**src/rtl/wiegand_rx_pkg.sv**
```systemverilog
// Shared types and default parameters for the Wiegand receiver.
package wiegand_rx_pkg;

  localparam int unsigned DEF_MAX_BITS    = 34;
  localparam int unsigned DEF_MIN_BITS    = 26;
  localparam int unsigned DEF_LEN_W       = 6;
  localparam int unsigned DEF_TIMEOUT_CYC = 5000;
  localparam int unsigned DEF_MIN_PULSE   = 20;

  typedef enum logic [2:0] {
    ST_IDLE  = 3'd0,
    ST_PULSE = 3'd1,
    ST_GAP   = 3'd2,
    ST_CLOSE = 3'd3,
    ST_ERR   = 3'd4
  } state_e;

endpackage

```
**src/rtl/wiegand_rx_line_filter.sv**
```systemverilog
// Per-line 2-flop synchroniser and saturating low-time counter; flags
// releases of pulses that were (or were not) long enough to count as a bit.
module wiegand_rx_line_filter
  import wiegand_rx_pkg::*;
#(
  parameter int unsigned MIN_PULSE = DEF_MIN_PULSE
) (
  input  logic clk_i,
  input  logic rst_ni,
  input  logic line_i,
  output logic line_low_o,
  output logic qual_release_c_o,
  output logic unqual_release_c_o
);

  localparam int unsigned CNT_W = $clog2(MIN_PULSE + 1);

  logic             sync_q;
  logic             low_q;
  logic [CNT_W-1:0] cnt_q;
  logic [CNT_W-1:0] cnt_d;

  // Count low cycles; the count survives into the first high cycle only.
  always_comb begin
    cnt_d = '0;
    if (low_q) begin
      cnt_d = (cnt_q == CNT_W'(MIN_PULSE)) ? cnt_q : cnt_q + CNT_W'(1);
    end
  end

  always_ff @(posedge clk_i) begin
    if (!rst_ni) begin
      sync_q <= 1'b1;
      low_q  <= 1'b0;
      cnt_q  <= '0;
    end else begin
      sync_q <= line_i;
      low_q  <= ~sync_q;
      cnt_q  <= cnt_d;
    end
  end

  assign line_low_o         = low_q;
  assign qual_release_c_o   = ~low_q & (cnt_q == CNT_W'(MIN_PULSE));
  assign unqual_release_c_o = ~low_q & (cnt_q != '0) & (cnt_q != CNT_W'(MIN_PULSE));

endmodule

```
**src/rtl/wiegand_rx.sv**
```systemverilog
// Length-agnostic Wiegand frame receiver: bit accumulation, frame timeout,
// parity check and held active-low interrupt, all on the system clock.
module wiegand_rx
  import wiegand_rx_pkg::*;
#(
  parameter int unsigned MAX_BITS    = DEF_MAX_BITS,
  parameter int unsigned MIN_BITS    = DEF_MIN_BITS,
  parameter int unsigned LEN_W       = DEF_LEN_W,
  parameter int unsigned TIMEOUT_CYC = DEF_TIMEOUT_CYC,
  parameter int unsigned MIN_PULSE   = DEF_MIN_PULSE
) (
  input  logic                clk,
  input  logic                nReset,
  input  logic [1:0]          wil,
  input  logic                irq_ack,
  output logic [MAX_BITS-1:0] frame_data,
  output logic [LEN_W-1:0]    frame_len,
  output logic                parity_ok,
  output logic                frame_valid,
  output logic                eint,
  output logic                overrun,
  output logic                err_frame
);

  localparam int unsigned GAP_W = $clog2(TIMEOUT_CYC);

  logic [1:0] line_low;
  logic [1:0] qual_rel_c;
  logic [1:0] unqual_rel_c;

  for (genvar g = 0; g < 2; g++) begin : g_line
    wiegand_rx_line_filter #(.MIN_PULSE(MIN_PULSE)) u_filter (
      .clk_i              (clk),
      .rst_ni             (nReset),
      .line_i             (wil[g]),
      .line_low_o         (line_low[g]),
      .qual_release_c_o   (qual_rel_c[g]),
      .unqual_release_c_o (unqual_rel_c[g])
    );
  end

  state_e              state_q, state_d;
  logic                sel_q, sel_d;
  logic [MAX_BITS-1:0] shift_q, shift_d;
  logic [LEN_W-1:0]    bitcnt_q, bitcnt_d;
  logic [GAP_W-1:0]    gap_q, gap_d;
  logic [MAX_BITS-1:0] data_q, data_d;
  logic [LEN_W-1:0]    len_q, len_d;
  logic                par_q, par_d;
  logic                fv_q, fv_d;
  logic                err_q, err_d;
  logic                eint_q, eint_d;
  logic                ovr_q, ovr_d;
  logic                other_low_c;
  logic                accept_c;
  logic                gap_done_c;

  // Leading bit gives even parity over the top h+1 bits, trailing bit odd over the bottom h+1.
  function automatic logic parity_calc(input logic [MAX_BITS-1:0] d, input logic [LEN_W-1:0] len);
    int unsigned l;
    int unsigned h;
    logic        ev;
    logic        od;
    l  = 32'(len);
    h  = (l - 32'd2) / 32'd2;
    ev = 1'b0;
    od = 1'b0;
    for (int unsigned i = 0; i < MAX_BITS; i++) begin
      if (i <= h) od = od ^ d[i];
      if ((i < l) && (i + h + 32'd1 >= l)) ev = ev ^ d[i];
    end
    return ~ev & od;
  endfunction

  assign other_low_c = sel_q ? line_low[0] : line_low[1];
  assign accept_c    = (bitcnt_q >= LEN_W'(MIN_BITS)) && (bitcnt_q <= LEN_W'(MAX_BITS));
  assign gap_done_c  = (gap_q == GAP_W'(TIMEOUT_CYC - 1));

  // Frame FSM; strobes are registered on the transition so they coincide with CLOSE.
  always_comb begin
    state_d  = state_q;
    sel_d    = sel_q;
    shift_d  = shift_q;
    bitcnt_d = bitcnt_q;
    gap_d    = gap_q;
    data_d   = data_q;
    len_d    = len_q;
    par_d    = par_q;
    fv_d     = 1'b0;
    err_d    = 1'b0;
    case (state_q)
      ST_IDLE: begin
        if (&line_low) begin
          state_d = ST_ERR;
          gap_d   = '0;
        end else if (|line_low) begin
          state_d = ST_PULSE;
          sel_d   = line_low[1];
        end
      end
      ST_PULSE: begin
        if (other_low_c) begin
          state_d = ST_ERR;
          gap_d   = '0;
        end else if (qual_rel_c[sel_q]) begin
          if (bitcnt_q <= LEN_W'(MAX_BITS)) begin
            shift_d  = {shift_q[MAX_BITS-2:0], sel_q};
            bitcnt_d = bitcnt_q + LEN_W'(1);
          end
          gap_d   = '0;
          state_d = ST_GAP;
        end else if (unqual_rel_c[sel_q]) begin
          state_d = ST_GAP;
        end
      end
      ST_GAP: begin
        if (&line_low) begin
          state_d = ST_ERR;
          gap_d   = '0;
        end else if (|line_low) begin
          state_d = ST_PULSE;
          sel_d   = line_low[1];
        end else if (gap_done_c) begin
          state_d = ST_CLOSE;
          if (accept_c) begin
            data_d = shift_q;
            len_d  = bitcnt_q;
            par_d  = parity_calc(shift_q, bitcnt_q);
            fv_d   = 1'b1;
          end else begin
            err_d = 1'b1;
          end
        end else begin
          gap_d = gap_q + GAP_W'(1);
        end
      end
      ST_CLOSE: begin
        shift_d  = '0;
        bitcnt_d = '0;
        gap_d    = '0;
        state_d  = ST_IDLE;
      end
      ST_ERR: begin
        if (|line_low) begin
          gap_d = '0;
        end else if (gap_done_c) begin
          err_d    = 1'b1;
          shift_d  = '0;
          bitcnt_d = '0;
          gap_d    = '0;
          state_d  = ST_IDLE;
        end else begin
          gap_d = gap_q + GAP_W'(1);
        end
      end
      default: state_d = ST_IDLE;
    endcase
  end

  // A new frame outranks a simultaneous acknowledge.
  always_comb begin
    eint_d = eint_q;
    ovr_d  = ovr_q;
    if (fv_q) begin
      eint_d = 1'b0;
      ovr_d  = ~irq_ack & (~eint_q | ovr_q);
    end else if (irq_ack) begin
      eint_d = 1'b1;
      ovr_d  = 1'b0;
    end
  end

  always_ff @(posedge clk) begin
    if (!nReset) begin
      state_q  <= ST_IDLE;
      sel_q    <= 1'b0;
      shift_q  <= '0;
      bitcnt_q <= '0;
      gap_q    <= '0;
      data_q   <= '0;
      len_q    <= '0;
      par_q    <= 1'b0;
      fv_q     <= 1'b0;
      err_q    <= 1'b0;
      eint_q   <= 1'b1;
      ovr_q    <= 1'b0;
    end else begin
      state_q  <= state_d;
      sel_q    <= sel_d;
      shift_q  <= shift_d;
      bitcnt_q <= bitcnt_d;
      gap_q    <= gap_d;
      data_q   <= data_d;
      len_q    <= len_d;
      par_q    <= par_d;
      fv_q     <= fv_d;
      err_q    <= err_d;
      eint_q   <= eint_d;
      ovr_q    <= ovr_d;
    end
  end

  assign frame_data  = data_q;
  assign frame_len   = len_q;
  assign parity_ok   = par_q;
  assign frame_valid = fv_q;
  assign err_frame   = err_q;
  assign eint        = eint_q;
  assign overrun     = ovr_q;

endmodule

```
**config.mk**
```make
export PLATFORM = sky130hd
export DESIGN_NAME = wiegand_rx
export DESIGN_NICKNAME = d
export VERILOG_FILES = /design/src/rtl/wiegand_rx_pkg.sv /design/src/rtl/wiegand_rx_line_filter.sv /design/src/rtl/wiegand_rx.sv
export SDC_FILE = /design/constraint.sdc
export NUM_CORES = 1
export LEC_CHECK = 0
export ABC_AREA = 1
export BUFFER_PORTS_ARGS = -buffer_cell sky130_fd_sc_hd__buf_2
export CELL_PAD_IN_SITES_DETAIL_PLACEMENT = 0
export CELL_PAD_IN_SITES_GLOBAL_PLACEMENT = 2
export CORE_MARGIN = 3
export CORE_UTILIZATION = 33
export DETAILED_ROUTE_END_ITERATION = 12
export PLACE_DENSITY_LB_ADDON = 0.1
export RECOVER_POWER = 25
export REMOVE_ABC_BUFFERS = 1
export SKIP_CTS_REPAIR_TIMING = 1
export SLEW_MARGIN = 20
export SYNTH_ARGS = -nofsm -noshare
export SYNTH_HDL_FRONTEND = slang
export SYNTH_HIERARCHICAL = 1
export SYNTH_SLANG_ARGS = --single-unit
```
**constraint.sdc**
```tcl
create_clock -name clk -period 12 [get_ports clk]
set_input_delay 1.8 -clock clk [delete_from_list [all_inputs] [get_ports clk]]
set_output_delay 1.8 -clock clk [all_outputs]
set_load 0.01 [all_outputs]
```
=== After elaboration in Yosys (flattened, before gate mapping) ===
Index checks and enable logic that the tools add are counted.

* Add/sub/neg operators: 71
* $mul: 0
* Div/mod/pow operators: 0
* Magnitude comparators: 105
* Equal/unequal tests: 21
* Shift operators: 0
* Multiplexer cells: 457
* Bitwise gates (word level): 87
* Reductions and logical operators: 52

{| class="wikitable"
|+ Operators with widths
! operator !! count
|-
| 32-bit by 6-bit >= comparator with 1-bit output || 34
|-
| 32-bit by 1-bit adder with 32-bit output (second input constant) || 33
|-
| 5-bit by 31-bit adder with 32-bit output (first input constant) || 16
|-
| 5-bit by 31-bit less-or-equal comparator with 1-bit output (first input constant) || 16
|-
| 1-bit 2-to-1 mux || 424
|-
| 4-bit by 31-bit adder with 32-bit output (first input constant) || 8
|-
| 4-bit by 31-bit less-or-equal comparator with 1-bit output (first input constant) || 8
|-
| 34-bit 2-to-1 mux || 5
|-
| 3-bit by 31-bit adder with 32-bit output (first input constant) || 4
|-
| 3-bit by 31-bit less-or-equal comparator with 1-bit output (first input constant) || 4
|-
| 13-bit 2-to-1 mux || 8
|-
| 34-bit one-hot mux with 3 select lines || 1
|-
| 5-bit by 6-bit less-than comparator with 1-bit output (first input constant) || 16
|-
| 1-bit XOR || 66
|-
| 13-bit one-hot mux with 5 select lines || 1
|-
| 2-bit by 31-bit adder with 32-bit output (first input constant) || 2
|-
| 6-bit by 31-bit adder with 32-bit output (first input constant) || 2
|-
| 1-bit by 31-bit less-or-equal comparator with 1-bit output (first input constant) || 2
|-
| 2-bit by 31-bit less-or-equal comparator with 1-bit output (first input constant) || 2
|-
| 6-bit by 31-bit less-or-equal comparator with 1-bit output (first input constant) || 2
|-
| 4-bit by 6-bit less-than comparator with 1-bit output (first input constant) || 8
|-
| 1-bit logical AND || 35
|-
| 1-bit by 31-bit adder with 32-bit output (first input constant) || 1
|-
| 3-bit 2-to-1 mux || 10
|-
| 37 further kinds || 85
|}

* Register bits: 116
* Bits in latches: 0
* Bits in writable memories: 0
* Memory bits (read-only): 0
* Input bits: 5
* Output and inout bits: 45
* Word-level logic and storage cells: 811
* Memories: 0

=== Logic depth before layout (Yosys ltp) ===
* Word-level depth: 243
* Depth in mapped cells: 42
* Gate-level depth less buffers: 38

=== Cells and area by module ===
Netlist, hierarchy kept.

{| class="wikitable"
|+ Modules (own cells, without submodules)
! module !! instances !! cells each !! area an instance (µm²) !! seq. area each (µm²)
|-
| wiegand_rx || 1 || 2,633 || 16,644.7 || 2,042.0
|-
| wiegand_rx_line_filter || 2 || 46 || 337.8 || 140.1
|}

=== Worst setup path after synthesis ===
OpenSTA, ideal clock, no wires.

* Path type: register -> register
* From: register bitcnt_q[2]
* To: register par_q, in the netlist parity_ok
* Library setup time: 0.126 ns
* Arrival: 11.934 ns
* Required time: 11.874 ns
* Slack: -0.060 ns
* Cell stages (with the launch flop): 39
* Path buffers: 7
* Period minus slack after synthesis: 12.060 ns
* Path through: dfxtp_1 -> buf_6 -> nor2_8 -> nand2_4 -> nor2_4 -> buf_2 -> buf_2 -> buf_1 -> buf_1 -> ha_1 -> clkbuf_1 -> clkinv_1 -> clkbuf_1 -> nor2_1 -> ha_1 -> nand2_1 -> ha_1 -> inv_1 -> [3 not listed] -> nor2_1 -> inv_1 -> nor2_1 -> nand3_1 -> nand2_1 -> nand2_1 -> nor2_1 -> nand3_1 -> nor2_1 -> nand2_1 -> nand3_1 -> nand2_1 -> nand2_1 -> nand2_1 -> nand2_1 -> nand2_1 -> nand2_1 -> a21oi_2

* Longest elaborated chain between the ends: 243
* Elaborated cells on any way between the ends: 683
* Classes of those cells: add/sub: 67; order compare: 104; mux: 408; bitwise: 68; reduce/logical: 36

{| class="wikitable"
|+ RTL lines
! what !! line !! source
|-
| from (decl) || wiegand_rx.sv:45 || <nowiki>logic [LEN_W-1:0] bitcnt_q, bitcnt_d;</nowiki>
|-
| from (signal assigned) || wiegand_rx.sv:191 || <nowiki>bitcnt_q <= bitcnt_d;</nowiki>
|-
| parallel branches: the longest is 243 deep, another holds 1-bit by 31-bit adder with 32-bit output || - ||
|-
| to (signal assigned) || wiegand_rx.sv:195 || <nowiki>par_q <= par_d;</nowiki>
|-
| to (decl) || wiegand_rx.sv:49 || <nowiki>logic par_q, par_d;</nowiki>
|}

Parallel ways; which one is timed is not known. The select of a mux whose other input is x is not followed.
A chain may end at the register's enable or synchronous reset.

=== Final worst setup path ===
Ends and elaborated chain as after synthesis.

==> run summary <==
The run finished, with violations left. The checks that failed: capacitance limit, slew limit. The count of unique library cells instantiated by Yosys is 60. The number of cells on the worst reg-to-reg path is 34.

On the worst path, the slowest cell contributes a delay of slightly above 800 ps. The maximum fanout encountered on the critical timing path is 17. The initial core utilization is 33.6%. The most numerous cell type found on the critical path is nand2_1. The final number of max-transition violations came out at 52. Among all flip-flop cells after synthesis, the most frequent one is dfxtp_1.

The count of boundary I/O pins came out at 50. In this run the critical register-to-register path is launched from bitcnt_q[2]. The detailed-route wire length is roughly 70000 µm.

The leading area contributor after synthesis is ha_1. By area the synthesized netlist is led by ha_1 (27%), nand2_1 (14%), dfxtp_1 (13%), inv_1 (8.8%), nor2_1 (6.2%). The number of maximum-capacitance constraint violations is 1. The met2 wire length is 31800 µm. For this run, the share of the core covered by cells in the final layout is 36.6%.

The worst endpoint data arrival time came out at 7560 ps. The number of optimization iterations in the first detailed-route pass came out at 6. The worst-case clock skew is a little over 6 ps. The post-detailed-route via-to-cell ratio is ~5.2. The adder and majority cell fraction of the synthesized area is a little over a quarter.

TritonCTS built the clock tree. The hold violation count in the final report came out at 0. The count of synthesis-stage warnings from yosys came out at 6. The path class of the tightest hold or removal check is reg -> reg.

The top cell type by area accounts for 27.1% of the synthesized area. The ratio of total power to cell area is 322 nW/µm². For this design, the slowest cell found on the critical path is inv_1. The die outline width came out at 235 µm. The post-layout total power came out at 6.08 mW. For this run the aggregate overflow at the end of global routing stands at 0. The global router's overall resource usage came out at 24.8%. The maximum root-to-sink buffer count is 2.

The DRC violation count after routing is 0. The critical path start-end classification is reg -> reg. The transition time at the pin with the least slew margin came out at 2180 ps. The synthesis-stage register bit count came out at 116. The met3 wirelength from detailed routing is 3260 µm.

The worst setup path is captured at a flip-flop. The antenna cell count is 0. The compound-cell area share of the yosys netlist came out at 12.0%. The first global-routing pass estimated 106000 µm of wire. The synthesized netlist devotes 33.5% of its cell area to simple gates. In this run the top signal layer used is met4. Setup repair after global routing left no endpoint under its margin.

The number of endpoints failing setup at the final stage is 0. The count of buffers inserted at the top-level ports came out at 49. The multiplexer share of the synthesized area came out at 0.0578%. The placer's final routability congestion estimate is 0.937. The part of the cycle the worst path needs is approximately three fifths. The via count of the first global-routing pass came out at 17000. The reg2reg setup slack is about 4700 ps. By area, the combinational part of the netlist is dominated by simple AND/OR/NAND/NOR gates. The sequential-to-total area share from yosys stat came out at between 10% and 20%. The vertical extent of the die is 235 µm. The core region area is 51600 µm². The static leakage came out at 9.46 nW. The total negative slack for setup checks is 0 ps. The library cells used most frequently in the layout, excluding fill and tap cells, are nand2_1 (630), inv_1 (405), ha_1 (375).

The number of instances in the synthesized netlist came out at roughly 2700. The post-synthesis xor/xnor area fraction is between 2 and 3%. The peak supply drop came out at about 0.00019 V. Once detailed placement completed, the half-perimeter wirelength came to 54400 µm. The post-synthesis to final-layout area growth is 8.95%. The number of nets at the end of the flow is 3125. The number of instances on the worst hold path came out at 1.

For this design, the sink count on the clock tree is 116. The maximum operating frequency is 137 MHz. The leading cell type in the layout, fill and taps excluded is nand2_1.

The floorplan has 83 rows. The number of buffers inserted during clock tree synthesis came out at 17. The synthesized design contains 0 enable-type register cells. The worst hold path begins at g_line[1].u_filter/sync_q. Dividing the detail-routed wire length by the instance count gives 20.5 µm. The routed layout has 18000 vias. The length of routed wiring on met1 came out at 33500 µm. The area of the die came out at 55300 µm². The time the final worst path needs with I/O delays and setup came out at 7270 ps. The relative slew slack came out at -45.3%. The residual antenna-violating net count after detailed routing is 0. The initial antenna violation count came out at 0. The clock insertion delay at the later pin of the skew report came out at 410 ps. The CTS H-tree depth came out at 4. The master cell of the clock root buffer is clkbuf_16.

The path with the worst hold slack has its endpoint at g_line[1].u_filter/line_low_o. Of all flip-flops after synthesis, the portion carrying an async set or reset was 0%. The element type at the critical path start is a flip-flop. The endpoint identified for the worst register-to-register timing path is parity_ok. In the final layout, the share of cells above drive strength 1 is 4.90%. The post-synthesis instance area came out at approximately 17000 µm². A synthesized cell averages around 6.4 µm². Clock-pin slew was measured on the worst setup and hold paths at approximately 50 ps. The worst endpoint required time came out at 12290 ps. Entering global routing, the biggest net connects 126 pins. After the first detailed-routing iteration, the DRC count stood at about 1500.
-- logic make-up (layout without fill, tap and decap cells) --
logic type,after synthesis,count (layout)
AND/OR/NAND/NOR,1307,1307
buffers and inverters,494,526
AO/OA/AOI/OAI,378,378
adder cells (fa/ha/maj),375,375
flip-flops,116,116
XOR/XNOR,54,54
multiplexers,1,1
-- synth_stat cells, drive strengths merged, types with 2 or more instances --
library cell  instances
o21a                  4
xnor2                12
a21oi               191
ha                  375
clkinv                6
dfxtp               116
o31ai                 3
nor2                301
o311ai                2
o211ai                9
a31oi                22
and3                  5
and3b                 5
inv                 412
nor3                 45
o21bai                5
xor2                 42
a22oi                11
a211oi               12
nor4b                 7
nor3b                14
nand3               183
nand2               643
nand3b               19
and2                  2
clkbuf               45
o21ai               107
buf                  31
nand4                55
or2                   9
a311oi                3
a31o                  3
nor4                 19
-- per-layer routing --
metal,track usage [%],up-vias
met5,0,-
met1,34.8,8470
met2,40.6,462
met4,6.44,0
met3,2.39,83
li1,-,8985
-- sequential cells by signal, summed over array words and instances, names as in the netlist --
signal / cells
parity_ok: 1
g_line.u_filter/line_low_o: 2
state_q: 3
sel_q: 1
g_line.u_filter/sync_q: 2
g_line.u_filter/cnt_q: 10
bitcnt_q: 6
overrun: 1
eint: 1
gap_q: 13
shift_q: 34
err_frame: 1
frame_data: 34
frame_valid: 1
frame_len: 6
-- layout make-up --
class | instances | area [µm²]
flip-flops and latches | 116 | 2320
inverters | 418 | 1570
well taps | 680 | 851
fillers | 5765 | 32700
clock buffers | 21 | 460
clock inverters | 10 | 155
repair buffers | 77 | 434
multi-input cells | 2115 | 13100
-- report_power, final --
group / leakage (nW) / internal [mW] / switching (mW) / total, mW
combinational: 8.23 / 1.75 / 3.39 / 5.14
clock: 0.299 / 0.355 / 0.177 / 0.533
sequential: 0.936 / 0.393 / 0.0126 / 0.406
-- stage by stage --
| stage | hold WS, ps | worst slack [ps] | instances | cell area [µm²] |
|---|---|---|---|---|
| finish | 380 | 4730 | 3437 | 18900 |
| global route | 400 | 4190 | 3437 | 18900 |
| CTS | 383 | 4850 | 3437 | 18900 |
| detailed placement | 376 | 4900 | 3406 | 18300 |
| global placement | 374 | 5110 | 3406 | 18300 |
| floorplan | 367 | 2380 | 2649 | 17000 |
-- worst max path at each step --
stage,endpoint,from,slack [ps]
floorplan,parity_ok,bitcnt_q[4],2380
global placement,parity_ok,bitcnt_q[2],5110
detailed placement,parity_ok,bitcnt_q[2],4900
CTS,parity_ok,bitcnt_q[2],4850
global route,parity_ok,bitcnt_q[2],4190
finish,parity_ok,bitcnt_q[2],4730
-- critical path: cells and delay by family (launching register included) --
| family | cells | cell delay, ps |
|---|---|---|
| AOI/OAI and AO/OA | 2 | 500 |
| adders and majority gates | 4 | 2120 |
| buffers and inverters | 7 | 1470 |
| DFF | 1 | 630 |
| and+or+nand+nor | 21 | 2420 |
Power figures use the tool's default switching activity.
